File: config.mk
export PLATFORM = sky130hd
export DESIGN_NAME = multicycle_mips_ctrl
export DESIGN_NICKNAME = d
export VERILOG_FILES = /design/src/rtl/multicycle_mips_ctrl.sv
export SDC_FILE = /design/constraint.sdc
export NUM_CORES = 1
export LEC_CHECK = 0
export CORE_AREA = 5 5 93 95
export CTS_BUF_LIST = sky130_fd_sc_hd__clkbuf_16
export CTS_CLUSTER_SIZE = 28
export DETAILED_ROUTE_END_ITERATION = 12
export DIE_AREA = 0 0 98 100
export GPL_ROUTABILITY_DRIVEN = 0
export MAX_ROUTING_LAYER = met4
export SLEW_MARGIN = 20
export SYNTH_ARGS = -nofsm -noshare
export SYNTH_HDL_FRONTEND = slang
export SYNTH_SLANG_ARGS = --single-unit
File: constraint.sdc
create_clock -name clk -period 3.75 [get_ports clk]
set_input_delay 0.5625 -clock clk [delete_from_list [all_inputs] [get_ports clk]]
set_output_delay 0.5625 -clock clk [all_outputs]
set_load 0.1 [all_outputs]
File: src/rtl/multicycle_mips_ctrl.sv
// Multicycle control FSM for a shared-memory MIPS datapath: sequences fetch,
// decode, memory and writeback phases and counts retired instructions.
module multicycle_mips_ctrl (
   input  logic        clk,
   input  logic        rst_n,
   input  logic [5:0]  opcode,
   input  logic [5:0]  funct,
   input  logic        zero,
   input  logic        mem_ready,
   output logic        iord,
   output logic        mem_read,
   output logic        mem_write,
   output logic        ir_write,
   output logic        pc_en,
   output logic [1:0]  pc_src,
   output logic        alu_src_a,
   output logic [1:0]  alu_src_b,
   output logic [3:0]  alu_control,
   output logic        reg_dst,
   output logic        mem_to_reg,
   output logic        reg_write,
   output logic        instr_done,
   output logic        illegal_op,
   output logic [31:0] instr_count,
   output logic [3:0]  state
);

   localparam logic [3:0] S_FETCH  = 4'd0;
   localparam logic [3:0] S_DECODE = 4'd1;
   localparam logic [3:0] S_MEMADR = 4'd2;
   localparam logic [3:0] S_MEMRD  = 4'd3;
   localparam logic [3:0] S_MEMWB  = 4'd4;
   localparam logic [3:0] S_MEMWR  = 4'd5;
   localparam logic [3:0] S_EXEC   = 4'd6;
   localparam logic [3:0] S_ALUWB  = 4'd7;
   localparam logic [3:0] S_BRANCH = 4'd8;
   localparam logic [3:0] S_ADDIEX = 4'd9;
   localparam logic [3:0] S_ADDIWB = 4'd10;
   localparam logic [3:0] S_JUMP   = 4'd11;

   localparam logic [5:0] OP_RTYPE = 6'b000000;
   localparam logic [5:0] OP_LW    = 6'b100011;
   localparam logic [5:0] OP_SW    = 6'b101011;
   localparam logic [5:0] OP_BEQ   = 6'b000100;
   localparam logic [5:0] OP_ADDI  = 6'b001000;
   localparam logic [5:0] OP_J     = 6'b000010;

   localparam logic [5:0] F_ADD = 6'b100000;
   localparam logic [5:0] F_SUB = 6'b100010;
   localparam logic [5:0] F_AND = 6'b100100;
   localparam logic [5:0] F_OR  = 6'b100101;
   localparam logic [5:0] F_SLT = 6'b101010;

   localparam logic [3:0] ALU_ADD = 4'b0010;
   localparam logic [3:0] ALU_SUB = 4'b0110;
   localparam logic [3:0] ALU_AND = 4'b0000;
   localparam logic [3:0] ALU_OR  = 4'b0001;
   localparam logic [3:0] ALU_SLT = 4'b0111;

   function automatic logic funct_ok(input logic [5:0] f);
      logic ok;
      case (f)
         F_ADD, F_SUB, F_AND, F_OR, F_SLT: ok = 1'b1;
         default:                          ok = 1'b0;
      endcase
      return ok;
   endfunction

   function automatic logic [3:0] alu_from_funct(input logic [5:0] f);
      logic [3:0] op;
      case (f)
         F_SUB:   op = ALU_SUB;
         F_AND:   op = ALU_AND;
         F_OR:    op = ALU_OR;
         F_SLT:   op = ALU_SLT;
         default: op = ALU_ADD;
      endcase
      return op;
   endfunction

   logic [3:0]  state_r;
   logic [3:0]  next_state;
   logic [31:0] count_r;

   logic        iord_c, mem_read_c, mem_write_c, ir_write_c, pc_en_c;
   logic [1:0]  pc_src_c, alu_src_b_c;
   logic        alu_src_a_c, reg_dst_c, mem_to_reg_c, reg_write_c;
   logic [3:0]  alu_control_c;
   logic        done_c, illegal_c;

   // Next-state and output decode; everything defaults to 0 and each state raises its own controls
   always_comb begin
      next_state    = S_FETCH;
      iord_c        = 1'b0;
      mem_read_c    = 1'b0;
      mem_write_c   = 1'b0;
      ir_write_c    = 1'b0;
      pc_en_c       = 1'b0;
      pc_src_c      = 2'b00;
      alu_src_a_c   = 1'b0;
      alu_src_b_c   = 2'b00;
      alu_control_c = 4'b0000;
      reg_dst_c     = 1'b0;
      mem_to_reg_c  = 1'b0;
      reg_write_c   = 1'b0;
      done_c        = 1'b0;
      illegal_c     = 1'b0;
      case (state_r)
         S_FETCH: begin
            mem_read_c    = 1'b1;
            alu_src_b_c   = 2'b01;
            alu_control_c = ALU_ADD;
            if (mem_ready) begin
               ir_write_c = 1'b1;
               pc_en_c    = 1'b1;
               next_state = S_DECODE;
            end else begin
               next_state = S_FETCH;
            end
         end
         S_DECODE: begin
            // ALU precomputes the branch target while the opcode is decoded
            alu_src_b_c   = 2'b11;
            alu_control_c = ALU_ADD;
            case (opcode)
               OP_LW, OP_SW: next_state = S_MEMADR;
               OP_RTYPE: begin
                  if (funct_ok(funct)) begin
                     next_state = S_EXEC;
                  end else begin
                     illegal_c  = 1'b1;
                     next_state = S_FETCH;
                  end
               end
               OP_BEQ:  next_state = S_BRANCH;
               OP_ADDI: next_state = S_ADDIEX;
               OP_J:    next_state = S_JUMP;
               default: begin
                  illegal_c  = 1'b1;
                  next_state = S_FETCH;
               end
            endcase
         end
         S_MEMADR: begin
            alu_src_a_c   = 1'b1;
            alu_src_b_c   = 2'b10;
            alu_control_c = ALU_ADD;
            if (opcode == OP_LW) begin
               next_state = S_MEMRD;
            end else if (opcode == OP_SW) begin
               next_state = S_MEMWR;
            end else begin
               next_state = S_FETCH;
            end
         end
         S_MEMRD: begin
            iord_c     = 1'b1;
            mem_read_c = 1'b1;
            if (mem_ready) begin
               next_state = S_MEMWB;
            end else begin
               next_state = S_MEMRD;
            end
         end
         S_MEMWB: begin
            reg_write_c  = 1'b1;
            mem_to_reg_c = 1'b1;
            done_c       = 1'b1;
            next_state   = S_FETCH;
         end
         S_MEMWR: begin
            iord_c      = 1'b1;
            mem_write_c = 1'b1;
            if (mem_ready) begin
               done_c     = 1'b1;
               next_state = S_FETCH;
            end else begin
               next_state = S_MEMWR;
            end
         end
         S_EXEC: begin
            alu_src_a_c   = 1'b1;
            alu_control_c = alu_from_funct(funct);
            next_state    = S_ALUWB;
         end
         S_ALUWB: begin
            reg_write_c = 1'b1;
            reg_dst_c   = 1'b1;
            done_c      = 1'b1;
            next_state  = S_FETCH;
         end
         S_BRANCH: begin
            // Not-taken leaves PC+4 from FETCH in place
            alu_src_a_c   = 1'b1;
            alu_control_c = ALU_SUB;
            pc_src_c      = 2'b01;
            pc_en_c       = zero;
            done_c        = 1'b1;
            next_state    = S_FETCH;
         end
         S_ADDIEX: begin
            alu_src_a_c   = 1'b1;
            alu_src_b_c   = 2'b10;
            alu_control_c = ALU_ADD;
            next_state    = S_ADDIWB;
         end
         S_ADDIWB: begin
            reg_write_c = 1'b1;
            done_c      = 1'b1;
            next_state  = S_FETCH;
         end
         S_JUMP: begin
            pc_src_c   = 2'b10;
            pc_en_c    = 1'b1;
            done_c     = 1'b1;
            next_state = S_FETCH;
         end
         default: next_state = S_FETCH;
      endcase
   end

   // State register
   always_ff @(posedge clk or negedge rst_n) begin
      if (!rst_n) begin
         state_r <= S_FETCH;
      end else begin
         state_r <= next_state;
      end
   end

   // Retired-instruction counter, wraps naturally at 32 bits
   always_ff @(posedge clk or negedge rst_n) begin
      if (!rst_n) begin
         count_r <= 32'd0;
      end else if (done_c) begin
         count_r <= count_r + 32'd1;
      end else begin
         count_r <= count_r;
      end
   end

   // Strobes are gated by rst_n so nothing fires while reset is held, even though FETCH is the reset state
   assign mem_read    = mem_read_c  & rst_n;
   assign mem_write   = mem_write_c & rst_n;
   assign ir_write    = ir_write_c  & rst_n;
   assign pc_en       = pc_en_c     & rst_n;
   assign reg_write   = reg_write_c & rst_n;
   assign instr_done  = done_c      & rst_n;
   assign illegal_op  = illegal_c   & rst_n;
   assign iord        = iord_c;
   assign pc_src      = pc_src_c;
   assign alu_src_a   = alu_src_a_c;
   assign alu_src_b   = alu_src_b_c;
   assign alu_control = alu_control_c;
   assign reg_dst     = reg_dst_c;
   assign mem_to_reg  = mem_to_reg_c;
   assign instr_count = count_r;
   assign state       = state_r;

   multicycle_mips_ctrl_chk u_chk (
      .clk       (clk),
      .rst_n     (rst_n),
      .state     (state_r),
      .iord      (iord),
      .mem_read  (mem_read),
      .mem_write (mem_write),
      .reg_write (reg_write)
   );

endmodule

// Property checker for the control FSM: legal states and consistent memory strobes.
module multicycle_mips_ctrl_chk (
   input logic       clk,
   input logic       rst_n,
   input logic [3:0] state,
   input logic       iord,
   input logic       mem_read,
   input logic       mem_write,
   input logic       reg_write
);

   // No write strobe or memory request while reset is held
   always_comb begin
      assert (rst_n || !(mem_read || mem_write || reg_write));
   end

   // Memory requests are exclusive, data writes use ALUOut, states stay in the decoded range
   always_ff @(posedge clk) begin
      assert (!(mem_read && mem_write));
      assert (!mem_write || iord);
      assert (!rst_n || (state < 4'd12));
   end

endmodule

==> impl_results.md, run 1 <==
- Outcome: completed
- Number of setup violations in the final report: 0
- H-tree depth: 2
- CTS tree: yes
- WHS: 179 ps
- CP Capture Type: output port
- Crit path time final: between 2000 and 3000 ps
- DR vias: between 2000 and 2500
- Synth cell count leaders: 36 x dfrtp_1, 31 x nand4_1, 30 x xnor2_1
- Worst Max-Slew Pin Slew: 1020 ps
- Post-CTS Resized: 0
- Dpl hpwl: 4.43 mm
- Area Growth Syn to Fin: 41.3%
- DR WL/cell: roughly 15 um
- Part of the power in registers: 0.358
- Count of buffers inserted at the top-level ports: 69
- Warnings, synthesis: 0
- Grt total ovfl: 0
- Final Instance Area: roughly 0.0031 sq mm
- Initial antenna violation count: 0
- Vias in the first global route: 1953
- Critical path data arrival time: 2300 ps
- Cell taking the most area after synthesis: dfrtp_1
- Total Die Area: approximately 0.0098 sq mm
- Max-cap violations: 0
- Area contributors post-synth: dfrtp_1 41%, xnor2_1 12%, nand4_1 8.7%, nor2_1 2.9%, nor3_1 2.7%
- First-pass DRT Iterations: 4
- Cell with the most instances after synthesis: dfrtp_1
- Post-Synthesis Cells: approximately 240
- Setup bufs post-CTS: 0
- Final hold vios: 0
- Crit path kind: in -> out
- Post-DR vias/cell: around 5
- Worst vdd ir: between 0.5 and 0.6 mV
- Leakage: 1.26 nW
- Root Buffer: clkbuf_16
- Hold Path Class: in -> async
- Sink Count: 36
- Syn Area/Cell: 9.10 sq um
- Diode count: 0
- Deepest clock path buffer count: 2
- Sw Pwr: 0.499 mW
- Fillers: 754
- EDFF count, synth: 0
- FMAX: ~0.35 GHz
- Ratio of cells with drive above 1 in the final layout: 0.144
- Ports: 71
- Final Cycle Share: 0.764
- Synthesized flop and latch total: 36
- Main flop type after synthesis: dfrtp_1
- Post-DRT Antenna Nets: 0
- Mapped Area: 0.00222 sq mm
- Die Ht: 100 um
- First DRT Iteration DRCs: 82
- Internal power: between 0.7 and 0.8 mW
- Worst Path Required: 3190 ps
- Post-synth ARST share: 1.00
- Gate power share: 0.334
- CTS clock-pin slew for the worst setup and hold paths: 50 ps
- First-pass GRT wire length: 9.89 mm
- Unrepaired setup endpoints after global routing: no
- Core area: 0.00765 sq mm
- Setup tns final: 0 ps
- Rel. slew slack: 0.315
- Core Rows: 32
- Netlist cell types: 44
- DP Cell Count: approximately 410
- CTS Hold Bufs: 0
- Syn_nets: 261
- Switching Share: 0.400
- Die Wd: 98 um
- Startpoint Class: primary input
- Total detailed-routing wirelength: 6.15 mm
- Worst-case clock skew: 4.71 ps
- Initial Util: 0.290
- Tot GR Track Use: 0.126
- Sequential-to-total area share from yosys stat: 0.406
- Fin nets: 329
- Pwr dens: 398 mW/mm^2
- TritonCTS buffer count: 5
- DRC viols: 0
- Crit path max fanout: 3
- Clock insertion delay at the later pin of the skew report: 280 ps
- Final Max Slew Viols: 0
- Cells on worst reg2reg path: 4
- Largest net degree at the start of global routing: 30
- Total power draw: 1.25 mW
- Yosys top cell area share: 0.406
- Area after DPL: 0.00299 sq mm
- Non-Filler Instances: 414
- Clock power frac: 0.308
cells in the final DEF (no fill, tap or decap), types with 2 or more instances in the layout:
master / netlist / final
buf_4: 2 / 22
nor4b_1: 2 / 2
clkdlybuf4s50_1: 0 / 50
xor2_1: 3 / 3
nand2_1: 14 / 14
and4_1: 3 / 3
inv_1: 8 / 9
and3_1: 8 / 8
nor3_2: 0 / 5
o21ai_0: 4 / 3
a211oi_1: 4 / 3
nand3_1: 7 / 7
a31o_2: 2 / 2
nor3_1: 12 / 7
and2_1: 8 / 8
nand4_1: 31 / 31
a21oi_1: 7 / 7
dfrtp_1: 36 / 36
nor2b_1: 7 / 7
xnor2_1: 30 / 30
mux2_2: 2 / 2
nand3b_1: 2 / 2
clkbuf_16: 0 / 5
nand2b_1: 5 / 5
nor2_1: 17 / 16
registers in the layout (all words and copies together) (netlist names):
register,flops
instr_count,32
state,4
kinds of logic after synthesis:
logic type,count (synthesis),share of synthesized area
and+or+nand+nor,123,0.320
DFF,36,0.406
xor gates and xnor gates,33,0.130
AOI/OAI and AO/OA,27,0.0817
buffers and inverters,20,0.0406
muxes,3,0.0147
adders and majority gates,1,0.00564
other,1,0.00169
through the flow:
step / util / setup slack, ps
final: 0.410 / 886
after global routing: 0.410 / 771
after CTS: 0.409 / 905
after detailed placement: 0.392 / 913
after global placement: 0.392 / 968
after floorplan: - / -731
layout make-up:
class / count / area (sq um) / share of cell area
multi-input combinational: 188 / 1270 / 0.406
sequential: 36 / 901 / 0.287
timing repair buffer: 73 / 671 / 0.214
tap: 102 / 128 / 0.0407
clock buffer: 5 / 125 / 0.0399
inverter: 8 / 30.0 / 0.00957
clock inverter: 2 / 8.76 / 0.00279
critical path, cell delays in order:
cell,delay [ps]
clkdlybuf4s50_1,430
nor2_1,190
nor4b_1,550
a32o_1,250
a211oi_2,60
buf_4,270
power groups by stage:
| stage | Clock (mW) | Sequential, mW | Combinational [mW] |
|---|---|---|---|
| floorplan | 0 | 0.584 | 0.169 |
| global placement | 0 | 0.453 | 0.416 |
| detailed placement | 0 | 0.453 | 0.417 |
| CTS | 0.396 | 0.447 | 0.419 |
| global route | 0.410 | 0.452 | 0.437 |
| finish | 0.384 | 0.447 | 0.417 |
path summary, 6_finish.rpt:
kind                                    to  slack [ps]            start
min reg2reg                instr_count[31]         470  instr_count[31]
min in group clk           instr_count[31]         470  instr_count[31]
min                         instr_count[3]         180            rst_n
max in group asynchronous  instr_count[30]        2890            rst_n
max                             illegal_op         890        opcode[0]
max reg2reg                instr_count[25]        1730   instr_count[6]
metal layers:
layer / routed length [um] / global-route usage / vias to the layer above / part of all wire
li1: - / - / 1024 / -
met1: 2900 / 0.159 / 987 / 0.47
met2: 2990 / 0.206 / 52 / 0.49
met3: 217 / 0.0236 / 6 / 0.035
met4: 34 / 0.0394 / 0 / 0.0055
met5: 0 / - / - / 0
Note: power is estimated with default switching activity, not from simulation.
==> inputs of run 2 (changes only) <==
Clock period 3.75 ns to 2.4 ns, I/O delays scaled along.
==> run 2 against run 1 <==
Effect of this change:
- critical path depth did not move
- hold slack improved by 290 ps
- sequential share of layout area fell by 2.6 points
- clock skew rose by 3.0 ps
- core utilization rose by 4.8 points
- total power rose by 73%
- setup slack got worse by 750 ps
- register-to-register slack got worse by 1200 ps
- via count rose by 1.2%
- largest power group is now the clock network
- highest routed layer unchanged
==> impl_results.md, run 2 (synthesis gave the netlist of run 1 again) <==
- Outcome: completed
- Area after DPL: 0.00332 sq mm
- Largest net degree at the start of global routing: 30
- Clock insertion delay at the later pin of the skew report: 280 ps
- DP Cell Count: 416
- Critical path data arrival time: 1910 ps
- Sw Pwr: about 0.83 mW
- Total detailed-routing wirelength: 6.31 mm
- Ratio of cells with drive above 1 in the final layout: 0.328
- Fin nets: 339
- Most common cell after layout, fill and taps aside: buf_4
- Total Die Area: 0.00980 sq mm
- Final Instance Area: 0.00351 sq mm
- Setup tns final: 0 ps
- R2r setup slk: 530 ps
- Gate power share: 0.334
- Worst Path Required: 2040 ps
- Met2 WL post-DR: 3.28 mm
- Max FFs per register: 32
- Core Rows: 32
- Final Cycle Share: 0.944
- M1 wire length: 2.79 mm
- Deepest clock path buffer count: 2
- Part of the power in registers: 0.326
- CTS tree: yes
- Tot GR Track Use: 0.133
- Count of buffers inserted at the top-level ports: 69
- Unrepaired setup endpoints after global routing: no
- Grt total ovfl: 0
- Diode count: 0
- FMAX: ~0.44 GHz
- Core area: 0.00765 sq mm
- Fin util: 0.458
- WHS: 472 ps
- Leakage: 1.43 nW
- Commonest cells after routing, fill and taps aside: 49 x buf_4, 32 x dfrtp_1, 31 x nand4_1
- Crit path kind: in -> out
- CTS clock-pin slew for the worst setup and hold paths: 60 ps
- Worst-case clock skew: 7.68 ps
- Final Max Slew Viols: 0
- Post-DRT Antenna Nets: 0
- First DRT Iteration DRCs: 72
- DRC viols: 0
- Dpl hpwl: 4.77 mm
- Pwr dens: around 620 mW/mm^2
- Sink Count: 36
- Hold Path Class: reg -> reg
- Final worst slack: 134 ps
- Crit path time final: 2270 ps
- Setup bufs post-CTS: 0
- Crit path max fanout: 4
- CP Capture Type: output port
- Root Buffer: clkbuf_16
- Max Used Layer: met4
- Initial antenna violation count: 0
- Initial Util: 0.290
- Startpoint Class: primary input
- First-pass GRT wire length: 10.5 mm
- Worst vdd ir: 0.620 mV
- First-pass DRT Iterations: 4
- Internal power: 1.34 mW
- TritonCTS buffer count: 5
- Die Wd: 98 um
- Non-Filler Instances: roughly 430
- DR WL/cell: 14.8 um
- Die Ht: 100 um
- Post-DR vias/cell: 4.92
- Area Growth Syn to Fin: 57.9%
- Vias in the first global route: about 2100
- Number of setup violations in the final report: 0
- Ports: 71
- Max-cap violations: 0
- Clock power frac: 0.340
- H-tree depth: 2
- Met3 Routed Length: 191 um
- Total power draw: 2.16 mW
- DR vias: roughly 2100
- Setup Slack @ Placement: approximately 140 ps
- Switching Share: 0.382
- Final hold vios: 0
==> run 2: cell count changes in the layout (fill, tap and decap cells not counted), sizes merged <==
cell / change
buf: +45
bufinv: +1
clkdlybuf4s50: -36
clkinvlp: +1
dlygate4sd3: +1
inv: -1
==> run 2: final timing paths <==
| path | startpoint | end | cells after the start |
|---|---|---|---|
| max in group asynchronous | rst_n | instr_count[13] | 3 |
| hold / removal | instr_count[31] | instr_count[31] | 1 |
| min in group asynchronous | rst_n | instr_count[3] | 2 |
| hold reg to reg | instr_count[31] | instr_count[31] | 1 |
| setup reg to reg | state[1] | instr_count[26] | 6 |
| setup / recovery | funct[2] | illegal_op | 6 |
==> run 2: metal layers <==
layer,GRT usage,up-vias
met5,-,-
met1,0.162,1017
met2,0.232,34
met4,0.0288,0
li1,-,1038
met3,0.0208,4
==> run 2: power by group through the flow <==
| stage | clock network [mW] | registers [mW] | logic [mW] |
|---|---|---|---|
| after floorplan | 0 | 0.917 | 0.289 |
| after global placement | 0 | 0.713 | 0.718 |
| after detailed placement | 0 | 0.715 | 0.723 |
| after CTS | 0.756 | 0.703 | 0.727 |
| after global routing | 0.781 | 0.712 | 0.756 |
| final | 0.736 | 0.704 | 0.723 |
==> run 2: cell type report <==
cell class,count,area (sq um)
well taps,102,128
clock buffers,5,125
clock inverters,3,42.5
fillers,717,4140
inverters,8,30.0
flip-flops and latches,36,916
multi-input cells,188,1390
repair buffers,83,875
==> run 2: worst max-delay path, cell delays in order <==
cell and delay (ps):
clkdlybuf4s50_1 520, mux2_2 350, nor4b_1 250, buf_4 180, a211oi_4 70, buf_12 170
==> run 2: what timing repair did <==
action,CTS,global route
gates resized for setup,0,2
endpoints found under the hold margin,1,0
endpoints found under the setup margin,0,2
hold buffers,1,0
